<file path="config.mk">
export PLATFORM = sky130hd
export DESIGN_NAME = stream_mux_arb
export DESIGN_NICKNAME = d
export VERILOG_FILES = /design/src/rtl/stream_mux_pkg.sv /design/src/rtl/stream_mux_arb_rr_arbiter.sv /design/src/rtl/stream_mux_arb.sv
export SDC_FILE = /design/constraint.sdc
export NUM_CORES = 1
export LEC_CHECK = 0
export CORE_ASPECT_RATIO = 1.4
export CORE_MARGIN = 1
export CORE_UTILIZATION = 41
export CTS_BUF_LIST = sky130_fd_sc_hd__clkbuf_2 sky130_fd_sc_hd__clkbuf_4 sky130_fd_sc_hd__clkbuf_8
export CTS_CLUSTER_DIAMETER = 80
export DETAILED_ROUTE_END_ITERATION = 8
export GPL_TIMING_DRIVEN = 0
export MAX_ROUTING_LAYER = met4
export PLACE_DENSITY = 0.95
export SLEW_MARGIN = 20
export SYNTH_ARGS = -nofsm -noshare
export SYNTH_HDL_FRONTEND = slang
export SYNTH_SLANG_ARGS = --single-unit
</file>
<file path="constraint.sdc">
create_clock -name clk -period 3 [get_ports clk]
set_input_delay 0.6 -clock clk [delete_from_list [all_inputs] [get_ports clk]]
set_output_delay 0.6 -clock clk [all_outputs]
set_load 0.01 [all_outputs]
</file>
<file path="src/rtl/stream_mux_pkg.sv">
// Shared definitions for the stream multiplexer/arbiter: selection policy codes,
// output-stage state encoding and the channel-index width helper.
package stream_mux_pkg;

    localparam int MODE_SEL  = 0;
    localparam int MODE_RR   = 1;
    localparam int MODE_PRIO = 2;

    // Output stage state; the encoding doubles as out_valid.
    typedef enum logic {
        ST_EMPTY = 1'b0,
        ST_FULL  = 1'b1
    } out_state_e;

    function automatic int calc_selw(input int n_ch);
        return (n_ch < 2) ? 1 : $clog2(n_ch);
    endfunction

endpackage

</file>
<file path="src/rtl/stream_mux_arb_rr_arbiter.sv">
// Round-robin request search with its rotating start pointer; the pointer moves
// to the channel after the winner only when a transfer actually takes place.
module rr_arbiter
    import stream_mux_pkg::*;
#(
    parameter  int N_CH = 4,
    localparam int SELW = calc_selw(N_CH)
) (
    input  logic            clk,
    input  logic            rst,
    input  logic [N_CH-1:0] req,
    input  logic            advance,
    output logic [SELW-1:0] grant_idx,
    output logic            grant_valid
);

    logic [SELW-1:0] ptr_r;
    logic [SELW-1:0] hi_idx_s;
    logic [SELW-1:0] lo_idx_s;
    logic            hi_found_s;
    logic            lo_found_s;

    // Search ptr..N_CH-1 first; if nothing there, the lowest requester is the wrapped winner
    always_comb begin
        hi_found_s  = 1'b0;
        lo_found_s  = 1'b0;
        hi_idx_s    = {SELW{1'b0}};
        lo_idx_s    = {SELW{1'b0}};
        grant_idx   = {SELW{1'b0}};
        grant_valid = 1'b0;
        for (int j = 0; j < N_CH; j++) begin
            if (req[j] && !hi_found_s && (SELW'(j) >= ptr_r)) begin
                hi_found_s = 1'b1;
                hi_idx_s   = SELW'(j);
            end else begin
                hi_found_s = hi_found_s;
            end
            if (req[j] && !lo_found_s) begin
                lo_found_s = 1'b1;
                lo_idx_s   = SELW'(j);
            end else begin
                lo_found_s = lo_found_s;
            end
        end
        if (hi_found_s) begin
            grant_idx = hi_idx_s;
        end else begin
            grant_idx = lo_idx_s;
        end
        grant_valid = hi_found_s | lo_found_s;
    end

    // Pointer register; explicit wrap keeps it below N_CH for non-power-of-two counts
    always_ff @(posedge clk or posedge rst) begin
        if (rst) begin
            ptr_r <= {SELW{1'b0}};
        end else if (advance) begin
            if (grant_idx == SELW'(N_CH - 1)) begin
                ptr_r <= {SELW{1'b0}};
            end else begin
                ptr_r <= grant_idx + SELW'(1);
            end
        end else begin
            ptr_r <= ptr_r;
        end
    end

endmodule

</file>
<file path="src/rtl/stream_mux_arb.sv">
// N-channel valid/ready stream multiplexer with a one-word registered output stage.
// The selection policy is fixed at elaboration by MODE (external sel, round-robin, priority).
module stream_mux_arb
    import stream_mux_pkg::*;
#(
    parameter  int N_CH = 4,
    parameter  int DW   = 8,
    parameter  int MODE = 1,
    localparam int SELW = calc_selw(N_CH)
) (
    input  logic               clk,
    input  logic               rst,
    input  logic [N_CH*DW-1:0] in_data,
    input  logic [N_CH-1:0]    in_valid,
    output logic [N_CH-1:0]    in_ready,
    input  logic [SELW-1:0]    sel,
    output logic [DW-1:0]      out_data,
    output logic               out_valid,
    input  logic               out_ready,
    output logic [SELW-1:0]    out_ch
);

    out_state_e      state_r;
    out_state_e      state_n;
    logic            load_en_s;
    logic            xfer_s;
    logic [SELW-1:0] grant_idx_s;
    logic            grant_valid_s;
    logic [DW-1:0]   mux_data_s;
    logic [DW-1:0]   data_r;
    logic [SELW-1:0] ch_r;

    generate
        if (MODE == MODE_RR) begin : g_rr
            logic sel_unused_s;
            assign sel_unused_s = ^sel;

            rr_arbiter #(.N_CH(N_CH)) u_rr (
                .clk         (clk),
                .rst         (rst),
                .req         (in_valid),
                .advance     (xfer_s),
                .grant_idx   (grant_idx_s),
                .grant_valid (grant_valid_s)
            );
        end else if (MODE == MODE_SEL) begin : g_sel
            // Compare against each legal index so an out-of-range sel simply matches nothing
            always_comb begin
                grant_idx_s   = {SELW{1'b0}};
                grant_valid_s = 1'b0;
                for (int j = 0; j < N_CH; j++) begin
                    if ((sel == SELW'(j)) && in_valid[j]) begin
                        grant_idx_s   = SELW'(j);
                        grant_valid_s = 1'b1;
                    end else begin
                        grant_valid_s = grant_valid_s;
                    end
                end
            end
        end else begin : g_prio
            logic sel_unused_s;
            assign sel_unused_s = ^sel;

            // Lowest-index valid channel wins
            always_comb begin
                grant_idx_s   = {SELW{1'b0}};
                grant_valid_s = 1'b0;
                for (int j = 0; j < N_CH; j++) begin
                    if (in_valid[j] && !grant_valid_s) begin
                        grant_idx_s   = SELW'(j);
                        grant_valid_s = 1'b1;
                    end else begin
                        grant_valid_s = grant_valid_s;
                    end
                end
            end
        end
    endgenerate

    assign xfer_s = load_en_s & grant_valid_s;

    // Ready fan-out and data select for the granted channel
    always_comb begin
        in_ready   = {N_CH{1'b0}};
        mux_data_s = {DW{1'b0}};
        for (int j = 0; j < N_CH; j++) begin
            if (grant_idx_s == SELW'(j)) begin
                in_ready[j] = xfer_s;
                mux_data_s  = in_data[j*DW +: DW];
            end else begin
                in_ready[j] = 1'b0;
            end
        end
    end

    // Output-stage next state; FULL may drain and refill in the same cycle
    always_comb begin
        state_n   = state_r;
        load_en_s = 1'b1;
        case (state_r)
            ST_EMPTY: begin
                load_en_s = 1'b1;
                if (grant_valid_s) begin
                    state_n = ST_FULL;
                end else begin
                    state_n = ST_EMPTY;
                end
            end
            ST_FULL: begin
                load_en_s = out_ready;
                if (out_ready && !grant_valid_s) begin
                    state_n = ST_EMPTY;
                end else begin
                    state_n = ST_FULL;
                end
            end
            default: begin
                load_en_s = 1'b0;
                state_n   = ST_EMPTY;
            end
        endcase
    end

    // Output-stage state register
    always_ff @(posedge clk or posedge rst) begin
        if (rst) begin
            state_r <= ST_EMPTY;
        end else begin
            state_r <= state_n;
        end
    end

    // Payload registers; a drain alone leaves the last word and channel in place
    always_ff @(posedge clk or posedge rst) begin
        if (rst) begin
            data_r <= {DW{1'b0}};
            ch_r   <= {SELW{1'b0}};
        end else if (xfer_s) begin
            data_r <= mux_data_s;
            ch_r   <= grant_idx_s;
        end else begin
            data_r <= data_r;
            ch_r   <= ch_r;
        end
    end

    assign out_valid = (state_r == ST_FULL);
    assign out_data  = data_r;
    assign out_ch    = ch_r;

endmodule
</file>
==> summary.md, run 1 <==
| Metric | Value |
|---|---|
| Worst EP required | `~2.4 ns` |
| Die span in x | `approximately 42 um` |
| Cell area after layout | `around 1600 um2` |
| Part of the Yosys area used for sequential elements | `0.351` |
| Initial Util | `0.431` |
| First-iteration detailed-routing DRC count | `14` |
| Shortest period the worst path allows | `2.91 ns` |
| Leading cell types in the layout, fill and taps excluded | `46 x sky130_fd_sc_hd__clkdlybuf4s50_1, 13 x sky130_fd_sc_hd__inv_1, 13 x sky130_fd_sc_hd__dfrtp_1, 10 x sky130_fd_sc_hd__nand2_1, 10 x sky130_fd_sc_hd__nor2_1` |
| Power Density | `778 nW/um2` |
| Type of the most critical hold path | `flip-flop to flip-flop` |
| Clock edge transition at the registers on the reported setup and hold paths | `approximately 0.080 ns` |
| TritonCTS clock tree | `yes` |
| Fraction of layout instances using a drive strength above 1 | `0.205` |
| Number of rows created at floorplan | `20` |
| DR DRC count | `0` |
| Launching element type of the critical path | `input port` |
| Post-synthesis cell area | `roughly 900 um2` |
| Max Slew Vio Count | `0` |
| Pre-CTS setup slack | `-0.882 ns` |
| Root buffer cell | `sky130_fd_sc_hd__clkbuf_4` |
| Clock sinks | `13` |
| Top FF cell, synth | `sky130_fd_sc_hd__dfrtp_1` |
| Detail-routed net length per standard cell | `between 10 and 15 um` |
| All-layer global routing usage | `0.231` |
| Number of top-level design ports | `56` |
| Slack of the critical path | `roughly 0.091 ns` |
| Core region area | `2150 um2` |
| Gr ovfl total | `0` |
| Net count after synthesis | `149` |
| Distinct cells, synth | `28` |
| Max Clock Freq | `between 0.3 and 0.4 GHz` |
| Max VDD drop | `about 570 uV` |
| Nets@finish | `212` |
| Dpl cell area | `between 1000 and 1500 um2` |
| Number of setup violations in the final report | `0` |
| Cts bufs inserted | `3` |
| Core utilization of the finished layout | `0.742` |
| Antenna diodes | `0` |
| Total vias in the final route | `between 1,000 and 1,500` |
| Fraction of synthesis flops using an asynchronous set or reset pin | `1.00` |
| EDFF count, synth | `0` |
| Number of search-and-repair iterations in the first detailed-routing pass | `4` |
| Avg Vias per Cell | `between 5 and 6` |
| Outcome | `finished, final reports clean` |
| Via count of the first global-routing pass | `between 900 and 1,000` |
| Critical path capture point type | `output pin` |
| Instance count after placement with tap cells included | `179` |
| Antenna violations before repair | `0` |
| Headroom to the max-slew limit | `0.665` |
| Data arrival time of the critical path | `~2.3 ns` |
| Slew at the pin closest to its max-slew limit | `approximately 0.5 ns` |
| Buffer depth of the longest clock path | `2` |
| Post-Route Skew | `about 0.0020 ns` |
| Detail Placement HPWL | `~2100 um` |
| Number of maximum-capacitance constraint violations | `0` |
| DIE AREA | `around 2500 um2` |
| Total wire length after detailed routing | `approximately 2700 um` |
| Warnings, synthesis | `0` |
| CTS Hold Bufs | `0` |
| PortBufs | `53` |
| Final worst path period share | `0.970` |
| Largest fanout on the critical path | `10` |
| Synth Instances | `104` |
| Floorplan die height | `between 50 and 60 um` |
| Gp weighted congestion | `approximately 0.80` |
| Post-route insts no fill | `approximately 190` |
| Clock insertion delay at the later pin of the skew report | `0.28 ns` |
| Worst Path Class, Setup | `input port to output pin` |
| Worst hold slack | `0.531 ns` |
| Wire length of the first global-routing pass | `~4200 um` |
| Pin count of the biggest net entering global routing | `18` |
| Leakage dissipation | `0.743 nW` |
| Register bit count reported by yosys | `13` |
| Area growth from synthesis to layout | `72.3%` |
| Most frequent standard cell in the layout excluding fill and tap cells | `sky130_fd_sc_hd__clkdlybuf4s50_1` |
| Deepest level of the CTS H-tree | `1` |
| Post-route ant nets | `0` |
| Mapped Avg Cell Area | `8.91 um2` |
| Fin. Hold Viols | `0` |
[timing repair]
action | in CTS | in global routing
pin swaps | 3 | 3
buffers inserted | 4 | 2
gates resized for setup | 18 | 12
setup endpoints to repair | 4 | 3
[where the power goes]
part	switching, W	internal [W]	total (W)
clock network	0.0000583	0.0000606	0.000119
logic	0.000344	0.000455	0.000799
registers	0.0000681	0.000257	0.000325
total	0.000470	0.000773	0.00124
[worst max-delay path, cell delays in order]
cell and delay [ns]:
sky130_fd_sc_hd__dlygate4sd2_1 0.30, sky130_fd_sc_hd__nor2b_1 0.15, sky130_fd_sc_hd__nor3b_2 0.06, sky130_fd_sc_hd__o22ai_2 0.21, sky130_fd_sc_hd__inv_2 0.06, sky130_fd_sc_hd__ha_1 0.18, sky130_fd_sc_hd__clkbuf_4 0.17, sky130_fd_sc_hd__clkbuf_8 0.17
sky130_fd_sc_hd__and2_1 0.13, sky130_fd_sc_hd__dlygate4sd2_1 0.27
[per-stage QoR]
step / TNS (ns) / power (W)
6_report: 0 / 0.00124
5_1_grt: -0.0123 / 0.00133
4_1_cts: -0.0370 / 0.00121
3_5_place_dp: -3.28 / 0.00103
3_3_place_gp: -1.90 / 0.000999
2_1_floorplan: 0 / 0.000713
[synth_stat cells (2+ instances only)]
| library cell | n | share of area |
|---|---|---|
| sky130_fd_sc_hd__ha_1 | 4 | 0.054 |
| sky130_fd_sc_hd__nor2b_1 | 4 | 0.027 |
| sky130_fd_sc_hd__a21oi_1 | 3 | 0.016 |
| sky130_fd_sc_hd__nor2_1 | 10 | 0.040 |
| sky130_fd_sc_hd__nand2_1 | 10 | 0.040 |
| sky130_fd_sc_hd__dfrtp_1 | 13 | 0.35 |
| sky130_fd_sc_hd__a221oi_1 | 7 | 0.066 |
| sky130_fd_sc_hd__a211o_1 | 7 | 0.066 |
| sky130_fd_sc_hd__inv_1 | 14 | 0.057 |
| sky130_fd_sc_hd__o21ai_0 | 2 | 0.011 |
| sky130_fd_sc_hd__and2_1 | 4 | 0.027 |
| sky130_fd_sc_hd__a31oi_1 | 7 | 0.047 |
| sky130_fd_sc_hd__mux2_2 | 2 | 0.024 |
| sky130_fd_sc_hd__buf_2 | 3 | 0.016 |
[state kept, by name (all words and copies together) (netlist names)]
name and cells:
g_rr.u_rr.ptr_r 2, out_ch 2, out_valid 1, out_data 8
[cell families (layout without fill, tap and decap cells)]
kind of cell / count (synthesis) / after routing / synth area share
DFF: 13 / 13 / 0.351
adders and majority gates: 4 / 4 / 0.0540
AOI/OAI and AO/OA: 30 / 30 / 0.255
buffers and inverters: 21 / 83 / 0.103
and+or+nand+nor: 32 / 32 / 0.186
muxes: 4 / 4 / 0.0513
[worst paths after layout]
path,startpoint,end,slack (ns),cells after the start
max in group asynchronous,rst,out_data[1]$_DFFE_PP0N_,2.02,2
min reg2reg,out_ch[1]$_DFFE_PP0N_,out_ch[1]$_DFFE_PP0N_,0.53,1
min,out_ch[1]$_DFFE_PP0N_,out_ch[1]$_DFFE_PP0N_,0.53,1
min in group asynchronous,rst,out_valid$_DFF_PP0_,0.64,2
max reg2reg,g_rr.u_rr.ptr_r[0]$_DFFE_PP0N_,out_data[7]$_DFFE_PP0N_,0.77,9
max,in_valid[3],in_ready[3],0.09,10
[final cells by class]
cell class / instances / area [um2]
well taps: 22 / 27.5
plain buffers: 6 / 60.1
inverters: 14 / 52.6
multi-input cells: 70 / 543
fillers: 153 / 554
clock buffers: 4 / 30.0
repair buffers: 59 / 559
flip-flops and latches: 13 / 325
[layer usage]
| layer | part of all wire | track usage | vias to the layer above |
|---|---|---|---|
| met5 | 0 | - | - |
| met4 | 0.031 | 0.0938 | 0 |
| met3 | 0.053 | 0.0405 | 8 |
| met2 | 0.56 | 0.422 | 42 |
| met1 | 0.35 | 0.240 | 466 |
| li1 | - | - | 488 |
Note: power is estimated with default switching activity, not from simulation.
==> run 2: changes to the inputs <==
CORE_MARGIN = default   (was 1)
SLEW_MARGIN = default   (was 20)
==> results of run 2 <==
Same layout as run 1: the final DEF is identical, and so are final timing and power.
